$ cat config.mk
export PLATFORM = sky130hd
export DESIGN_NAME = event_encoder8
export DESIGN_NICKNAME = d
export VERILOG_FILES = /design/src/rtl/event_encoder8_pkg.sv /design/src/rtl/event_encoder8_prio_enc8.sv /design/src/rtl/event_encoder8.sv
export SDC_FILE = /design/constraint.sdc
export NUM_CORES = 1
export LEC_CHECK = 0
export BUFFER_PORTS_ARGS = -buffer_cell sky130_fd_sc_hd__buf_2
export CAP_MARGIN = 20
export CORE_MARGIN = 1
export CORE_UTILIZATION = 49
export DETAILED_ROUTE_END_ITERATION = 6
export GPL_TIMING_DRIVEN = 0
export PLACE_DENSITY = 0.7
export SYNTH_ARGS = -nofsm -noshare
export SYNTH_HDL_FRONTEND = slang
export SYNTH_SLANG_ARGS = --single-unit
$ cat constraint.sdc
create_clock -name clk -period 1.3 [get_ports clk]
set_input_delay 0.13 -clock clk [delete_from_list [all_inputs] [get_ports clk]]
set_output_delay 0.13 -clock clk [all_outputs]
set_load 0.05 [all_outputs]
$ cat src/rtl/event_encoder8_pkg.sv
// Shared constants and FSM encoding for the eight-line event encoder.
package event_encoder8_pkg;

  localparam int unsigned NUM_LINES = 8;
  localparam int unsigned IDX_W     = 3;

  typedef enum logic {
    ST_EMPTY = 1'b0,
    ST_FULL  = 1'b1
  } state_t;

endpackage

$ cat src/rtl/event_encoder8_prio_enc8.sv
// Fixed-priority selector: returns the index of the winning request bit.
module prio_enc8
  import event_encoder8_pkg::*;
#(
  parameter bit PRIORITY_HIGH = 1'b1
) (
  input  logic [NUM_LINES-1:0] req,
  output logic [IDX_W-1:0]     idx,
  output logic                 any
);

  // Last assignment in scan order wins, so scan from lowest to highest priority.
  always_comb begin
    idx = '0;
    any = |req;
    if (PRIORITY_HIGH) begin
      for (int i = 0; i < int'(NUM_LINES); i++) begin
        if (req[i]) idx = IDX_W'(i);
      end
    end else begin
      for (int i = int'(NUM_LINES) - 1; i >= 0; i--) begin
        if (req[i]) idx = IDX_W'(i);
      end
    end
  end

endmodule

$ cat src/rtl/event_encoder8.sv
// Edge-detects eight event lines, queues them as pending bits and hands
// encoded line indices to a valid/ready consumer one at a time.
module event_encoder8
  import event_encoder8_pkg::*;
#(
  parameter bit PRIORITY_HIGH = 1'b1
) (
  input  logic clk,
  input  logic reset,
  input  logic d0,
  input  logic d1,
  input  logic d2,
  input  logic d3,
  input  logic d4,
  input  logic d5,
  input  logic d6,
  input  logic d7,
  input  logic ready,
  output logic a,
  output logic b,
  output logic c,
  output logic valid,
  output logic overflow
);

  logic [NUM_LINES-1:0] d_vec;
  logic [NUM_LINES-1:0] d_q;
  logic [NUM_LINES-1:0] mask_q;
  logic [NUM_LINES-1:0] edges_c;
  logic [NUM_LINES-1:0] pending;
  logic [NUM_LINES-1:0] pending_nxt;
  logic [NUM_LINES-1:0] clr_c;
  logic [IDX_W-1:0]     sel_idx;
  logic                 sel_any;
  logic                 load_c;
  logic                 ovf_set_c;
  logic [IDX_W-1:0]     code_q;
  logic [IDX_W-1:0]     code_nxt;
  logic                 valid_q;
  logic                 overflow_q;
  state_t               state;
  state_t               state_nxt;

  assign d_vec = {d7, d6, d5, d4, d3, d2, d1, d0};

  // mask_q holds the levels seen at the last reset edge so lines already high
  // when reset releases are not mistaken for fresh events.
  assign edges_c = d_vec & ~d_q & ~mask_q;

  prio_enc8 #(.PRIORITY_HIGH(PRIORITY_HIGH)) u_prio (
    .req (pending),
    .idx (sel_idx),
    .any (sel_any)
  );

  // Next-state, pending update and overflow detection.
  always_comb begin
    state_nxt   = state;
    code_nxt    = code_q;
    load_c      = sel_any && ((state == ST_EMPTY) || ready);
    clr_c       = load_c ? (NUM_LINES'(1) << sel_idx) : '0;
    pending_nxt = (pending & ~clr_c) | edges_c;
    ovf_set_c   = |(edges_c & pending & ~clr_c);
    case (state)
      ST_EMPTY: begin
        if (load_c) begin
          state_nxt = ST_FULL;
          code_nxt  = sel_idx;
        end
      end
      ST_FULL: begin
        if (load_c) begin
          code_nxt = sel_idx;
        end else if (ready) begin
          state_nxt = ST_EMPTY;
          code_nxt  = '0;
        end
      end
      default: begin
        state_nxt = ST_EMPTY;
        code_nxt  = '0;
      end
    endcase
  end

  // State register.
  always_ff @(posedge clk) begin
    if (reset) state <= ST_EMPTY;
    else       state <= state_nxt;
  end

  // Datapath and output registers.
  always_ff @(posedge clk) begin
    if (reset) begin
      d_q        <= '0;
      mask_q     <= d_vec;
      pending    <= '0;
      code_q     <= '0;
      valid_q    <= 1'b0;
      overflow_q <= 1'b0;
    end else begin
      d_q        <= d_vec;
      mask_q     <= '0;
      pending    <= pending_nxt;
      code_q     <= code_nxt;
      valid_q    <= (state_nxt == ST_FULL);
      overflow_q <= overflow_q | ovf_set_c;
    end
  end

  assign a        = code_q[2];
  assign b        = code_q[1];
  assign c        = code_q[0];
  assign valid    = valid_q;
  assign overflow = overflow_q;

endmodule

==> impl_metrics.json, run 1 <==
{
  "vdd_ir_drop_max_uv": 812,
  "start_kind": "register",
  "dr.pass1.iters": 4,
  "setup_viol_count_final": 5,
  "synth_area_per_cell_sq_um": 10.1,
  "utilization_pct": 69.4,
  "drtIter0Drc": 21,
  "dpl.cell_count": 151,
  "cts_max_level": 2,
  "initial_core_util_pct": 54.6,
  "final.setup_skew_ns": 0.00707,
  "ant_nets": 0,
  "viasPerCell": 5.47,
  "overflow": 0,
  "std_cell_rows": 16,
  "ys_warn_count": 0,
  "cts.sinks": 29,
  "diodes": 0,
  "fill_cells": 177,
  "maxCapViolCount": 0,
  "cts-buffers-inserted": 5,
  "antenna_found_initial": 0,
  "arrival_ns": 1.62,
  "violations": "negative setup slack",
  "cp_max_fo": 5,
  "dp_slack_ns": -0.203,
  "drive_above_1_share_pct": 35.5,
  "grt_max_degree": 11,
  "relSlewSlack_pct": 69.0,
  "syn-instance-count": 110,
  "wl_um": 2230,
  "synth-seq-area-share_pct": 52.1,
  "io_buffer_count": 14,
  "fin_nets": 148,
  "rsz0062_at_grt": "yes",
  "die_area_sq_um": 2470,
  "wire_per_inst_um": 13.5,
  "io_pins": 16,
  "min_period_over_period_pct": 106,
  "max_freq_mhz": 729,
  "status": "complete, but fails checks",
  "critical_path_class": "register to register",
  "cellPowerDensity_nw_per_um2": 1330,
  "fin_area_sq_um": 1420,
  "fin_cells": 165,
  "power_mw": 1.89,
  "cts_tree": "built",
  "clk_path_buf_depth": 2,
  "mappedNetlistNets": 121,
  "p_leak_nw": 0.553,
  "required_ns": 1.54,
  "clk_latency_ns": 0.31,
  "cts_root_buffer": "clkbuf_4",
  "placed_cell_area_sq_um": 1230,
  "slew_violations": 0,
  "hold_violations": 0,
  "num_vias": 902,
  "syn_area_sq_um": 1110,
  "finalCriticalPeriod_ns": 1.37,
  "area_delta_synth_final_pct": 27.2,
  "hold_class": "primary input to register",
  "die_h_um": 49.7,
  "globalplace.congestion": 0.732,
  "die-width_um": 49.7,
  "hpwlAfterDp_um": 1450,
  "fin_ws_ns": -0.0722,
  "yosysUniqueCellTypes": 30,
  "drc_errors": 0,
  "worst_pin_slew_ns": 0.465,
  "cp-end-kind": "register",
  "synth-seq-cells": 29,
  "cts.clk_slew.worst_paths_ns": 0.09,
  "core_area_sq_um": 2040,
  "gr-usage-all-layers_pct": 19.9,
  "grt_pass1_vias": 845,
  "grt_pass1_wl_um": 3580
}
-- cell usage in the layout, fill, tap and decap left out, types with 2 or more instances in the layout --
cell      netlist  routed
clkbuf_1        3       3
nand2b_1        2       2
dfxtp_4         0       4
nand3b_1        2       2
inv_1           2       2
buf_6           1       2
nor2_1          4       4
buf_4           0       5
nor2b_1        10      10
a31oi_4         0       2
or4bb_1         2       2
clkinv_2        0       2
a31oi_1         6       4
dfxtp_1        29      24
or3b_2          3       3
nand3_1         2       2
a21oi_1        11      10
nor3_1          2       2
buf_2           0      14
nor3b_1         5       5
and2_1          8       8
o31ai_1         3       2
clkbuf_4        0       6
-- worst max-delay path, cell delays in order, from the launching register on --
cell and delay (ns):
dfxtp_1 0.43, or4bb_1 0.48, a31oi_4 0.17, a211oi_2 0.06, a31oi_1 0.17
-- routing by layer --
metal	routed length, um	GRT usage, %	part of all wire, %
met1	990	22.2	44
met2	1060	31.5	48
met3	101	8.33	4.5
met4	75	11.4	3.4
met5	0	0	0
-- flip-flops by register name (all words and copies together), names as in the netlist --
| register | cells |
|---|---|
| mask_q | 8 |
| code_q | 3 |
| overflow | 1 |
| pending | 8 |
| d_q | 8 |
| valid | 1 |
-- per-stage QoR --
step	TNS, ns	hold WS [ns]
after floorplan	-0.0298	0.252
after global placement	-0.507	0.352
after detailed placement	-0.645	0.357
after CTS	-0.0768	0.0183
after global routing	-0.516	0.0312
final	-0.174	0.0366
-- cell usage after synthesis (all sizes together) --
| cell type | instances | area [sq um] |
|---|---|---|
| a211oi | 2 | 20.0 |
| o31ai | 3 | 22.5 |
| o21ba | 2 | 20.0 |
| nor2b | 10 | 62.6 |
| nor3 | 2 | 10.0 |
| nand2b | 2 | 12.5 |
| nor4 | 2 | 27.5 |
| o21ai | 2 | 10.0 |
| nand2 | 1 | 3.75 |
| clkbuf | 3 | 11.3 |
| nor2 | 4 | 15.0 |
| nand3b | 2 | 15.0 |
| or2 | 1 | 6.26 |
| dfxtp | 29 | 581 |
| or3b | 3 | 26.3 |
| or4bb | 2 | 22.5 |
| o41ai | 1 | 8.76 |
| a21oi | 11 | 55.1 |
| nor3b | 5 | 37.5 |
| inv | 2 | 7.51 |
| buf | 2 | 15.0 |
| a2bb2oi | 1 | 8.76 |
| and2 | 8 | 50.1 |
| and2b | 1 | 7.51 |
| o221a | 1 | 11.3 |
| nand3 | 2 | 10.0 |
| a31oi | 6 | 37.5 |
-- report_power, final --
| group | switching, mW | leakage, nW | internal (mW) |
|---|---|---|---|
| registers | 0.0484 | 0.244 | 0.953 |
| logic | 0.226 | 0.277 | 0.167 |
| clock network | 0.289 | 0.0320 | 0.206 |
-- kinds of logic after synthesis --
group	count (synthesis)	share of synthesized area, %
AOI/OAI and AO/OA	29	17.4
and+or+nand+nor	45	27.5
buffers and inverters	7	3.03
DFF	29	52.1
-- layout make-up --
cell class | count | area [sq um] | share of cell area (%)
inverters | 2 | 7.51 | 0.530
multi-input cells | 74 | 579 | 40.9
plain buffers | 4 | 18.8 | 1.32
flip-flops and latches | 29 | 597 | 42.1
repair buffers | 21 | 130 | 9.18
clock inverters | 2 | 10.0 | 0.706
clock buffers | 6 | 41.3 | 2.91
well taps | 27 | 33.8 | 2.38
-- worst paths after layout --
check,startpoint,end,slack (ns),cells past startpoint
worst max-delay path,pending[1]$_SDFF_PP0_,overflow$_SDFF_PP0_,-0.07,4
worst min-delay path,d7,mask_q[7]$_SDFF_PN0_,0.04,2
worst max register to register,pending[1]$_SDFF_PP0_,overflow$_SDFF_PP0_,-0.07,4
worst min register to register,code_q[1]$_SDFFE_PP0P_,code_q[1]$_SDFFE_PP0P_,0.49,2
-- repair_timing --
action                                  4_1_cts  5_1_grt
gates resized for setup                      10       10
setup buffers                                 7        0
pin swaps                                     5        5
hold buffers                                  0        0
endpoints found under the setup margin        8        7
Power figures use the tool's default switching activity.
==> run 2: changes to the inputs <==
Settings changed: CORE_UTILIZATION 49 to 35, PLACE_DENSITY 0.7 to 0.52.
==> run 2 against run 1 <==
  * The flow finishes with violations (design-rule violations, negative setup slack)
  * Die area up 38%
  * Core utilization down 23 points
  * Combinational power down 7.6%
  * Non-clock buffer count down 4
  * Setup slack gained 0.035 ns
  * Via count down 3.5%
  * Largest cell class unchanged
  * Highest routed layer unchanged
==> impl_metrics.json, run 2 (synthesized netlist as in run 1, its figures left out) <==
{
  "status": "complete, but fails checks",
  "violations": "design-rule violations, negative setup slack",
  "placed_cell_area_sq_um": 1250,
  "grt_pass1_wl_um": 3750,
  "fin_nets": 144,
  "p_leak_nw": 0.542,
  "clk_latency_ns": 0.33,
  "drtIter0Drc": 23,
  "hold_depth": 2,
  "cellPowerDensity_nw_per_um2": 1450,
  "area_delta_synth_final_pct": 27.3,
  "relSlewSlack_pct": 67.2,
  "wire_per_inst_um": 12.4,
  "globalplace.congestion": 0.776,
  "finalCriticalPeriod_ns": 1.34,
  "required_ns": 1.51,
  "grt_pass1_vias": 848,
  "fin_area_sq_um": 1420,
  "cts_root_buffer": "clkbuf_4",
  "start_kind": "register",
  "cts_tree": "built",
  "std_cell_rows": 20,
  "min_period_over_period_pct": 103,
  "wl_um": 2200,
  "viasPerCell": 4.89,
  "dr.pass1.iters": 6,
  "final.setup_skew_ns": 0.0116,
  "route.met3.wl_um": 111,
  "fin_hold_ws_ns": 0.0144,
  "slew_violations": 0,
  "drc_errors": 1,
  "die_area_sq_um": 3410,
  "vdd_ir_drop_max_uv": 704,
  "worst_pin_slew_ns": 0.493,
  "clk_path_buf_depth": 2,
  "core_area_sq_um": 3030,
  "rsz0062_at_grt": "yes",
  "initial_core_util_pct": 36.8,
  "io_pins": 16,
  "overflow": 0,
  "cp_max_fo": 7,
  "die-width_um": 58.4,
  "io_buffer_count": 14,
  "reg.largest.list": "d_q: 8 flops, mask_q: 8 flops, pending: 8 flops",
  "gr-usage-all-layers_pct": 15.4,
  "route.met2.wl_um": 1050,
  "drive_above_1_share_pct": 35.8,
  "max_freq_mhz": 748,
  "cts_max_level": 2,
  "cts-buffers-inserted": 5,
  "rr_worst_depth": 5,
  "maxCapViolCount": 0,
  "cts.clk_slew.worst_paths_ns": 0.09,
  "diodes": 0,
  "setup_viol_count_final": 2,
  "grt_max_degree": 11,
  "dp_slack_ns": -0.200,
  "final_common_cell": "dfxtp_1",
  "antenna_found_initial": 0,
  "cp-end-kind": "register",
  "hpwlAfterDp_um": 1480,
  "hold_class": "primary input to register",
  "die_h_um": 58.4,
  "top_layer_used": "met4",
  "arrival_ns": 1.55,
  "fin_ws_ns": -0.0374,
  "ant_nets": 0,
  "cts.sinks": 29,
  "critical_path_class": "register to register",
  "final_cell_mix": "dfxtp_1, buf_2, nor2b_1, a21oi_1, and2_1",
  "num_vias": 870,
  "wl_met1_um": 993,
  "hold_violations": 0
}
==> run 2: cell types whose count changed in the layout (fill, tap and decap cells not counted), sizes merged <==
cell	before	now
clkinv	2	0
buf	22	19
clkbuf	9	10
==> run 2: report_power, final <==
group | total [mW] | switching [mW] | internal (mW)
registers | 1.00 | 0.0497 | 0.954
logic | 0.363 | 0.209 | 0.153
clock network | 0.690 | 0.308 | 0.382
total | 2.06 | 0.567 | 1.49
==> run 2: area by class of cell <==
| type | instances | area (sq um) |
|---|---|---|
| Fill cell | 300 | 1610 |
| Sequential cell | 29 | 596 |
| Multi-Input combinational cell | 74 | 566 |
| Timing Repair Buffer | 17 | 96.3 |
| Clock buffer | 8 | 80.1 |
| Tap cell | 44 | 55.1 |
| Buffer | 4 | 18.8 |
| Inverter | 2 | 7.51 |
==> run 2: metrics by stage <==
step | utilization (%) | cells | TNS (ns) | power [mW]
global route | 46.9 | 178 | -0.407 | 2.15
finish | 46.9 | 178 | -0.0457 | 2.06
global placement | 41.4 | 168 | -0.596 | 1.33
detailed placement | 41.4 | 168 | -0.647 | 1.34
CTS | 46.3 | 178 | -0.0373 | 2.07
floorplan | - | 110 | -0.0298 | 1.26
==> run 2: critical path, cell delays in order, from the launching register on <==
cell,delay [ns]
dfxtp_4,0.37
nor4_4,0.28
buf_6,0.17
a31oi_2,0.11
a211oi_2,0.20
a31oi_1,0.10
==> run 2: path summary, 6_finish.rpt <==
path	startpoint	endpoint	slack, ns
min reg2reg	code_q[2]$_SDFFE_PP0P_	code_q[2]$_SDFFE_PP0P_	0.47
max	pending[7]$_SDFF_PP0_	overflow$_SDFF_PP0_	-0.04
max reg2reg	pending[7]$_SDFF_PP0_	overflow$_SDFF_PP0_	-0.04
min	d7	mask_q[7]$_SDFF_PN0_	0.01
==> run 2: layer usage <==
| layer | up-vias | GRT usage, % |
|---|---|---|
| met4 | 0 | 8.84 |
| met3 | 6 | 6.59 |
| met1 | 409 | 17.5 |
| li1 | 439 | - |
| met2 | 16 | 24.3 |
| met5 | - | 0 |
==> run 2: timing repair <==
item | 4_1_cts | 5_1_grt
endpoints found under the setup margin | 7 | 6
pin swaps | 3 | 2
hold buffers | 0 | 0
setup buffers | 3 | 0
resized for setup | 12 | 6
